--- config.mk ---
export PLATFORM = sky130hd
export DESIGN_NAME = mem_lane_unit
export DESIGN_NICKNAME = d
export VERILOG_FILES = /design/src/rtl/mem_lane_unit.sv
export SDC_FILE = /design/constraint.sdc
export NUM_CORES = 1
export LEC_CHECK = 0
export ABC_AREA = 1
export BUFFER_PORTS_ARGS = -buffer_cell sky130_fd_sc_hd__clkbuf_2
export CAP_MARGIN = 10
export CORE_MARGIN = 2
export CORE_UTILIZATION = 50
export DETAILED_ROUTE_END_ITERATION = 8
export MAX_ROUTING_LAYER = met4
export PLACE_DENSITY = 0.81
export SLEW_MARGIN = 20
export SYNTH_ARGS = -nofsm -noshare
export SYNTH_HDL_FRONTEND = slang
export SYNTH_SLANG_ARGS = --single-unit
--- constraint.sdc ---
create_clock -name clk -period 1.8 [get_ports clk]
set_input_delay 0.36 -clock clk [delete_from_list [all_inputs] [get_ports clk]]
set_output_delay 0.36 -clock clk [all_outputs]
set_load 0.05 [all_outputs]
--- src/rtl/mem_lane_unit.sv ---
// mem_lane_unit: M-stage load/store lane unit in front of the data-memory port.
// Ports: req_* (request in), m_* (memory port), rsp_* (response out); clk, sync reset.
module mem_lane_unit #(
   parameter int DATA_W = 32,
   parameter int ADDR_W = 32
) (
   input  logic                clk,
   input  logic                reset,
   input  logic                req_valid,
   output logic                req_ready,
   input  logic [3:0]          req_op,
   input  logic [ADDR_W-1:0]   req_addr,
   input  logic [DATA_W-1:0]   req_wdata,
   output logic                m_req,
   output logic                m_we,
   output logic [ADDR_W-1:0]   m_addr,
   output logic [DATA_W/8-1:0] m_byteen,
   output logic [DATA_W-1:0]   m_wdata,
   input  logic                m_ack,
   input  logic [DATA_W-1:0]   m_rdata,
   output logic                rsp_valid,
   input  logic                rsp_ready,
   output logic [DATA_W-1:0]   rsp_data,
   output logic [1:0]          rsp_exc
);
   localparam int OFF_W = $clog2(DATA_W/8);
   localparam int BE_W  = DATA_W/8;

   typedef enum logic [1:0] {IDLE, ACCESS, RESP} state_t;

   state_t              state_q;
   logic                m_req_q, m_we_q, rsp_valid_q;
   logic [ADDR_W-1:0]   m_addr_q;
   logic [BE_W-1:0]     m_byteen_q;
   logic [DATA_W-1:0]   m_wdata_q, rsp_data_q;
   logic [1:0]          rsp_exc_q;
   logic [3:0]          op_q;
   logic [OFF_W-1:0]    off_q;

   logic                is_b, is_h, is_w, is_d, is_st, legal, misal;
   logic [1:0]          exc_d;
   logic [OFF_W-1:0]    off_d;
   logic [BE_W-1:0]     be_d;
   logic [DATA_W-1:0]   wd_d;
   logic [DATA_W-1:0]   lane, ld_d;

   // request decode: access size, direction and legality
   always_comb begin
      is_b  = 1'b0;
      is_h  = 1'b0;
      is_w  = 1'b0;
      is_d  = 1'b0;
      is_st = 1'b0;
      legal = 1'b1;
      unique case (req_op)
         4'd0:       is_w = 1'b1;
         4'd1, 4'd2: is_b = 1'b1;
         4'd3, 4'd4: is_h = 1'b1;
         4'd5: begin is_w = 1'b1; is_st = 1'b1; end
         4'd6: begin is_b = 1'b1; is_st = 1'b1; end
         4'd7: begin is_h = 1'b1; is_st = 1'b1; end
         4'd8: begin is_w = 1'b1; legal = (DATA_W == 64); end
         4'd9: begin is_d = 1'b1; legal = (DATA_W == 64); end
         4'd10: begin
            is_d  = 1'b1;
            is_st = 1'b1;
            legal = (DATA_W == 64);
         end
         default: legal = 1'b0;
      endcase
      misal = (is_h & req_addr[0]) |
              (is_w & (|req_addr[1:0])) |
              (is_d & (|req_addr[2:0]));
      if (!legal)     exc_d = 2'd3;
      else if (misal) exc_d = is_st ? 2'd2 : 2'd1;
      else            exc_d = 2'd0;
      off_d = req_addr[OFF_W-1:0];
      be_d  = '0;
      wd_d  = '0;
      if (is_st) begin
         if (is_b) begin
            be_d = BE_W'(1) << off_d;
            wd_d = {BE_W{req_wdata[7:0]}};
         end else if (is_h) begin
            be_d = BE_W'(3) << off_d;
            wd_d = {(BE_W/2){req_wdata[15:0]}};
         end else if (is_w) begin
            be_d = BE_W'(15) << off_d;
            wd_d = {(BE_W/4){req_wdata[31:0]}};
         end else begin
            be_d = '1;
            wd_d = req_wdata;
         end
      end
   end

   // load lane select and extension; sized casts of signed
   // values sign-extend, so LW is a pass-through at DATA_W=32
   always_comb begin
      lane = m_rdata >> {off_q, 3'b000};
      unique case (op_q)
         4'd0:    ld_d = DATA_W'($signed(lane[31:0]));
         4'd1:    ld_d = DATA_W'($signed(lane[7:0]));
         4'd2:    ld_d = DATA_W'(lane[7:0]);
         4'd3:    ld_d = DATA_W'($signed(lane[15:0]));
         4'd4:    ld_d = DATA_W'(lane[15:0]);
         4'd8:    ld_d = DATA_W'(lane[31:0]);
         default: ld_d = lane;
      endcase
   end

   always_ff @(posedge clk) begin
      if (reset) begin
         state_q     <= IDLE;
         m_req_q     <= 1'b0;
         m_we_q      <= 1'b0;
         m_addr_q    <= '0;
         m_byteen_q  <= '0;
         m_wdata_q   <= '0;
         rsp_valid_q <= 1'b0;
         rsp_data_q  <= '0;
         rsp_exc_q   <= 2'd0;
         op_q        <= 4'd0;
         off_q       <= '0;
      end else begin
         unique case (state_q)
            IDLE: begin
               if (req_valid) begin
                  if (exc_d != 2'd0) begin
                     rsp_valid_q <= 1'b1;
                     rsp_exc_q   <= exc_d;
                     rsp_data_q  <= '0;
                     state_q     <= RESP;
                  end else begin
                     m_req_q    <= 1'b1;
                     m_we_q     <= is_st;
                     m_addr_q   <= {req_addr[ADDR_W-1:OFF_W], OFF_W'(0)};
                     m_byteen_q <= be_d;
                     m_wdata_q  <= wd_d;
                     op_q       <= req_op;
                     off_q      <= off_d;
                     state_q    <= ACCESS;
                  end
               end
            end
            ACCESS: begin
               if (m_ack) begin
                  m_req_q     <= 1'b0;
                  m_we_q      <= 1'b0;
                  m_byteen_q  <= '0;
                  rsp_valid_q <= 1'b1;
                  rsp_exc_q   <= 2'd0;
                  rsp_data_q  <= m_we_q ? '0 : ld_d;
                  state_q     <= RESP;
               end
            end
            RESP: begin
               if (rsp_ready) begin
                  rsp_valid_q <= 1'b0;
                  state_q     <= IDLE;
               end
            end
            default: state_q <= IDLE;
         endcase
      end
   end

   assign req_ready = (state_q == IDLE);
   assign m_req     = m_req_q;
   assign m_we      = m_we_q;
   assign m_addr    = m_addr_q;
   assign m_byteen  = m_byteen_q;
   assign m_wdata   = m_wdata_q;
   assign rsp_valid = rsp_valid_q;
   assign rsp_data  = rsp_data_q;
   assign rsp_exc   = rsp_exc_q;
endmodule

==> reports/qor.yml, run 1 <==
path_class: "reg -> reg"
route.detailed.drc: 0
insertion_delay_ps: 360
setup_ws_ps: 150
required_ps: 2080
yosysWarningCount: 0
clk_pin_slew_ps: 70
cp-end-kind: "register"
rsz0062_at_grt: "yes"
post-route-period-util_pct: 91.7
ys_ff_latch: 111
clock_skew_ps: 10.2
nFillCells: 1072
synthCells: 890
syn2layout_area_growth_pct: 26.8
cts_max_level: 3
synth_cell_types: 32
synth-main-ff-cell: "dfxtp_1"
diodes: 0
start_kind: "register"
setup_violations: 0
synth_edf_count: 0
grt_start_max_net_pins: 69
ys_seq_area_share_pct: 38.9
design.die.area_um2: 12300
portBuffers: 208
grt_first_pass_wirelength_um: 25200
clockRootBuffer: "clkbuf_16"
worst-path-max-fanout: 16
core_um2: 11300
hold_ws_ps: 227
cts_buffers: 9
drtIter0Drc: 470
async_flop_share_pct: 0
start_util_pct: 50.7
final_max_slew_viol_count: 0
powerDensity_nw_per_um2: 1000
seqCellArea_um2: 2230
antenna_found_initial: 0
cts.repair.resized: 0
crit_buf_inv: 4
hp-class: "in -> reg"
io-pin-count: 211
dp_slack_ps: -115
fmax_ghz: 0.606
gr-total-overflow: 0
die_h_um: 111
cts_setup_buffers: 0
multiInputGateArea_um2: 2930
hpwl_um: 11700
max_stage_delay_ps: 370
cts_hold_buf: 0
drv_cap: 0
syn_avg_cell_area_um2: 6.42
crit_path_frequent_cell: "inv_1"
max-vdd-ir-drop_mv: 0.641
die_x_um: 111
nets: 1199
fin_tns_setup_ps: 0
grt_pass1_vias: 5521
rows: 39
drive_gt1_share_pct: 26.0
totalWireLength_um: 15800
worstPathCellList: "inv_1, nor2_4, inv_2, or2_1, nand2_2, inv_1, nand4_1, inv_4, nand2_1, a21oi_1"
vias: 6198
wl_per_cell_um: 12.7
cts_tree: "done"
status: "finished, final reports clean"
arrival_ps: 1930
gp_congestion: 0.900
syn_area_um2: 5710
groute.usage.overall_pct: 25.6
clk_path_buf_depth: 2
drt-vias-per-instance: 5.01
ant_nets: 0
finalHoldViolations: 0
period_minus_slack_ps: 1650
slowest_stage: "dfxtp_4"
dr.pass1.iters: 5
clock-sinks: 111
path_delay_family: "buffers and inverters"
leakage_nw: 3.79
==> synthesized netlist by cell type, types with 2 or more instances <==
cell type / instances / area, µm²
a21oi_1: 68 / 340
a22o_1: 7 / 61.3
buf_2: 13 / 65.1
buf_4: 9 / 67.6
buf_6: 15 / 169
clkbuf_1: 18 / 67.6
dfxtp_1: 111 / 2220
ha_1: 4 / 50.1
inv_1: 52 / 195
inv_2: 4 / 15.0
nand2_1: 241 / 905
nand2_2: 5 / 31.3
nand3_1: 8 / 40.0
nand3_2: 3 / 30.0
nand4_1: 2 / 12.5
nor2_1: 203 / 762
nor2_2: 3 / 18.8
nor3_1: 7 / 35.0
o21ai_0: 58 / 290
o21ai_1: 47 / 235
==> area by class of cell <==
| cell class | instances | area share (%) |
|---|---|---|
| Tap cell | 143 | 2.47 |
| Multi-Input combinational cell | 666 | 40.4 |
| Timing Repair Buffer | 245 | 19.1 |
| Sequential cell | 111 | 30.8 |
| Clock inverter | 6 | 1.19 |
| Inverter | 57 | 2.99 |
| Clock buffer | 9 | 3.11 |
==> cells by family (layout without fill, tap and decap cells) <==
group	count (synthesis)	after routing	synth area share (%)
flops	111	111	38.9
simple gates	475	475	32.7
other cells	1	2	0.0657
fa+ha+maj	4	4	0.876
xor+xnor	1	1	0.285
buf+inv	114	317	10.4
compound gates	184	184	16.8
==> flip-flops by register name, summed over array words and instances, names as in the netlist <==
name	count
rsp_exc	2
m_addr	30
rsp_data	32
state_q	2
op_q	4
m_we	1
m_req	1
off_q	2
m_wdata	32
m_byteen	4
rsp_valid	1
==> per-layer routing <==
layer	part of all wire (%)	GRT usage, %	routed length (µm)
met2	45	40.2	7080
met1	46	33.6	7220
met3	7.2	4.81	1140
met5	0	-	0
met4	2.0	8.25	312
==> final timing paths <==
path	slack, ps	startpoint	cells past startpoint	end
worst min register to register	460	rsp_valid$_SDFFE_PP0P_	2	rsp_valid$_SDFFE_PP0P_
worst min-delay path	230	req_addr[11]	3	m_addr[11]$_SDFFE_PP0P_
worst max-delay path	150	state_q[0]$_SDFFE_PP0P_	10	rsp_data[11]$_SDFFE_PP0P_
worst max register to register	150	state_q[0]$_SDFFE_PP0P_	10	rsp_data[11]$_SDFFE_PP0P_
==> report_power, final <==
part | leakage, nW | switching [mW] | total (mW) | internal [mW]
clock network | 0.151 | 0.916 | 2.13 | 1.21
registers | 0.909 | 0.128 | 2.80 | 2.68
logic | 2.73 | 1.66 | 2.35 | 0.683
total | 3.79 | 2.71 | 7.28 | 4.57
==> metrics by stage <==
step / instance area (µm²) / util [%] / instances / power [mW]
2_1_floorplan: 5720 / - / 891 / 4.60
3_3_place_gp: 6910 / 61.3 / 1222 / 5.16
3_5_place_dp: 6910 / 61.3 / 1222 / 5.18
4_1_cts: 7220 / 64.0 / 1237 / 7.31
5_1_grt: 7240 / 64.2 / 1237 / 7.65
6_report: 7240 / 64.2 / 1237 / 7.28
==> worst reg2reg max path, cell delays in order (launching register included) <==
cell and delay, ps:
dfxtp_4 370, inv_1 110, nor2_4 50, inv_2 100, or2_1 140, nand2_2 70, inv_1 160, nand4_1 170
inv_4 190, nand2_1 90, a21oi_1 130
==> cell usage in the layout (no fill, tap or decap), types with 4 or more instances in the layout <==
cell / instances
ha_1: 4
nor2_1: 202
nand3_1: 8
nand2_2: 5
o21ai_0: 58
inv_1: 51
buf_12: 5
clkbuf_2: 208
inv_2: 4
o21ai_1: 47
dfxtp_1: 109
a22o_1: 7
nand2_1: 241
buf_4: 32
a21oi_1: 68
nor3_1: 6
clkbuf_16: 9
No activity file was read; power rests on OpenSTA's default activity.
==> inputs of run 2 (changes only) <==
--- a/config.mk
+++ b/config.mk
@@ -13,6 +13,8 @@
 export DETAILED_ROUTE_END_ITERATION = 8
 export MAX_ROUTING_LAYER = met4
 export PLACE_DENSITY = 0.81
+export SETUP_SLACK_MARGIN = 0.2
+export SKIP_LAST_GASP = 1
 export SLEW_MARGIN = 20
 export SYNTH_ARGS = -nofsm -noshare
 export SYNTH_HDL_FRONTEND = slang
==> run 2 against run 1 <==
Compared with the run above: worst setup slack got worse by 130 ps; final area is 12% higher; first-iteration DRC count rose by 12%; combinational power up 24%; clock skew shrank 0.92 ps; total power increased by 8.8%.
==> reports/qor.yml, run 2 (synthesis results as in run 1) <==
start_kind: "register"
ant_nets: 0  # unchanged
die_x_um: 111  # unchanged
status: "finished, final reports clean"
required_ps: 2020  # -60 ps
finalHoldViolations: 0  # unchanged
worst-path-max-fanout: 5  # -11
nets: 1229  # +2.5%
syn2layout_area_growth_pct: 41.9
drt-vias-per-instance: 5.24  # +4.6%
period_minus_slack_ps: 1780  # +128 ps
hp-class: "in -> reg"
gp_congestion: 0.930  # +3.4%
clock_skew_ps: 9.28  # -0.915 ps
antenna_found_initial: 0  # unchanged
path_class: "reg -> reg"
vias: 6645  # +7.2%
powerDensity_nw_per_um2: 977  # -2.7%
r2r_cells: 12  # +2
rows: 39  # unchanged
cp-end-kind: "register"
min_from: "req_addr[4]"
drtIter0Drc: 525  # +12%
insertion_delay_ps: 350  # about the same
hpwl_um: 11800  # +0.30%
leakage_nw: 4.09  # +7.7%
gr-total-overflow: 0  # unchanged
grt_first_pass_wirelength_um: 26200  # +3.6%
cts_tree: "done"
cts_buffers: 9  # unchanged
clk_pin_slew_ps: 70  # about the same
drv_cap: 0  # unchanged
drive_gt1_share_pct: 35.7  # +9.8 points
post-route-period-util_pct: 98.8  # +7.1 points
setup_ws_ps: 22.3  # -128 ps
final_common_cell: "clkbuf_2"
max-vdd-ir-drop_mv: 0.699  # +9.1%
clock-sinks: 111  # unchanged
fmax_ghz: 0.563  # -7.2%
post_dp_cell_area_um2: 6930  # +0.33%
route.detailed.drc: 0  # unchanged
totalWireLength_um: 18400  # +17%
final_max_slew_viol_count: 0  # unchanged
rsz0062_at_grt: "yes"
power_mw: 7.92  # +8.8%
setup_violations: 0  # unchanged
layout_common_cells: "clkbuf_2, nand2_1, nor2_1"
dp_slack_ps: -56.7  # +58.7 ps
core_um2: 11300  # unchanged
grt_pass1_vias: 5738  # +3.9%
die_h_um: 111  # unchanged
groute.usage.overall_pct: 26.3  # +0.63 points
grt_start_max_net_pins: 52  # -25%
rr_endpoint: "rsp_data[12]$_SDFFE_PP0P_"
maxSlewHeadroom_pct: 63.1
io-pin-count: 211  # unchanged
cts_hold_buf: 0  # unchanged
cp-startpoint: "state_q[1]$_SDFFE_PP0P_"
clockRootBuffer: "clkbuf_16"
fin_tns_setup_ps: 0  # unchanged
clk_path_buf_depth: 2  # unchanged
design.die.area_um2: 12300  # unchanged
worst_pin_slew_ps: 549
reg2reg_slack_ps: 20  # -130 ps
reg2reg_from: "state_q[1]$_SDFFE_PP0P_"
start_util_pct: 50.7  # unchanged
cts_max_level: 3  # unchanged
portBuffers: 208  # unchanged
wl_per_cell_um: 14.5  # +14%
dr.pass1.iters: 5  # unchanged
stdcell_area_um2: 8100  # +12%
diodes: 0  # unchanged
arrival_ps: 2000  # +70 ps
endpoint: "rsp_data[12]$_SDFFE_PP0P_"
[run 2: changes by cell type in the layout (fill, tap and decap cells not counted), moves of 8 or more]
cell / previous run / this run
buf_6: 0 / 8
clkbuf_16: 9 / 17
inv_1: 51 / 42
nand2_1: 241 / 203
nand2_2: 5 / 26
nand2_4: 0 / 16
nor2_1: 202 / 177
nor2_2: 2 / 23
o21ai_2: 1 / 13
[run 2: cell type report]
class / count / area, µm²
Timing Repair inverter: 1 / 7.51
Timing Repair Buffer: 274 / 1850
Fill cell: 907 / 3170
Multi-Input combinational cell: 666 / 3270
Inverter: 57 / 248
Sequential cell: 111 / 2230
Clock buffer: 12 / 246
Tap cell: 143 / 179
Clock inverter: 4 / 76.3
[run 2: metal layers]
metal  vias to the layer above  part of all wire, %  track usage [%]
li1                       3264                    -                -
met1                      2987                   43             34.9
met2                       340                   47             40.1
met3                        54                  7.6             4.10
met4                         0                  3.0             10.9
met5                         -                    0                -
[run 2: worst min-delay path by stage]
stage                                     endpoint  slack [ps]  depth (start not counted)
after detailed placement  rsp_data[3]$_SDFFE_PP0P_         450                          2
after floorplan               op_q[3]$_SDFFE_PP0P_         460                          2
after CTS                  m_addr[28]$_SDFFE_PP0P_         230                          3
after global placement      rsp_valid$_SDFFE_PP0P_         450                          2
after global routing       m_addr[26]$_SDFFE_PP0P_         230                          3
final                       m_addr[4]$_SDFFE_PP0P_         230                          3
[run 2: worst max-delay path, cell delays in order, from the launching register on]
cell       delay, ps
dfxtp_4          380
buf_6            110
buf_4            110
nor2_4            40
nand2_2           80
nand2_4           70
buf_4            140
nor2_4           160
nand2_8          100
buf_12           140
clkbuf_16        150
nand2_1           80
a21oi_1           90
[run 2: power by group]
group | leakage (nW) | internal, mW | switching, mW
clock network | 0.153 | 1.27 | 0.917
logic | 3.02 | 0.992 | 1.93
registers | 0.909 | 2.68 | 0.138
[run 2: metrics by stage]
step	hold slack, ps	utilization (%)	std cells
after global routing	230	71.9	1268
after detailed placement	453	61.5	1222
after floorplan	459	-	891
after global placement	449	61.5	1222
after CTS	227	64.7	1241
final	227	71.9	1268
[run 2: what timing repair did]
action                     CTS  global route
gates cloned                 0            13
setup endpoints to repair   96           109
pin swaps                    2            44
resized for setup            5           141
setup buffers                3            14
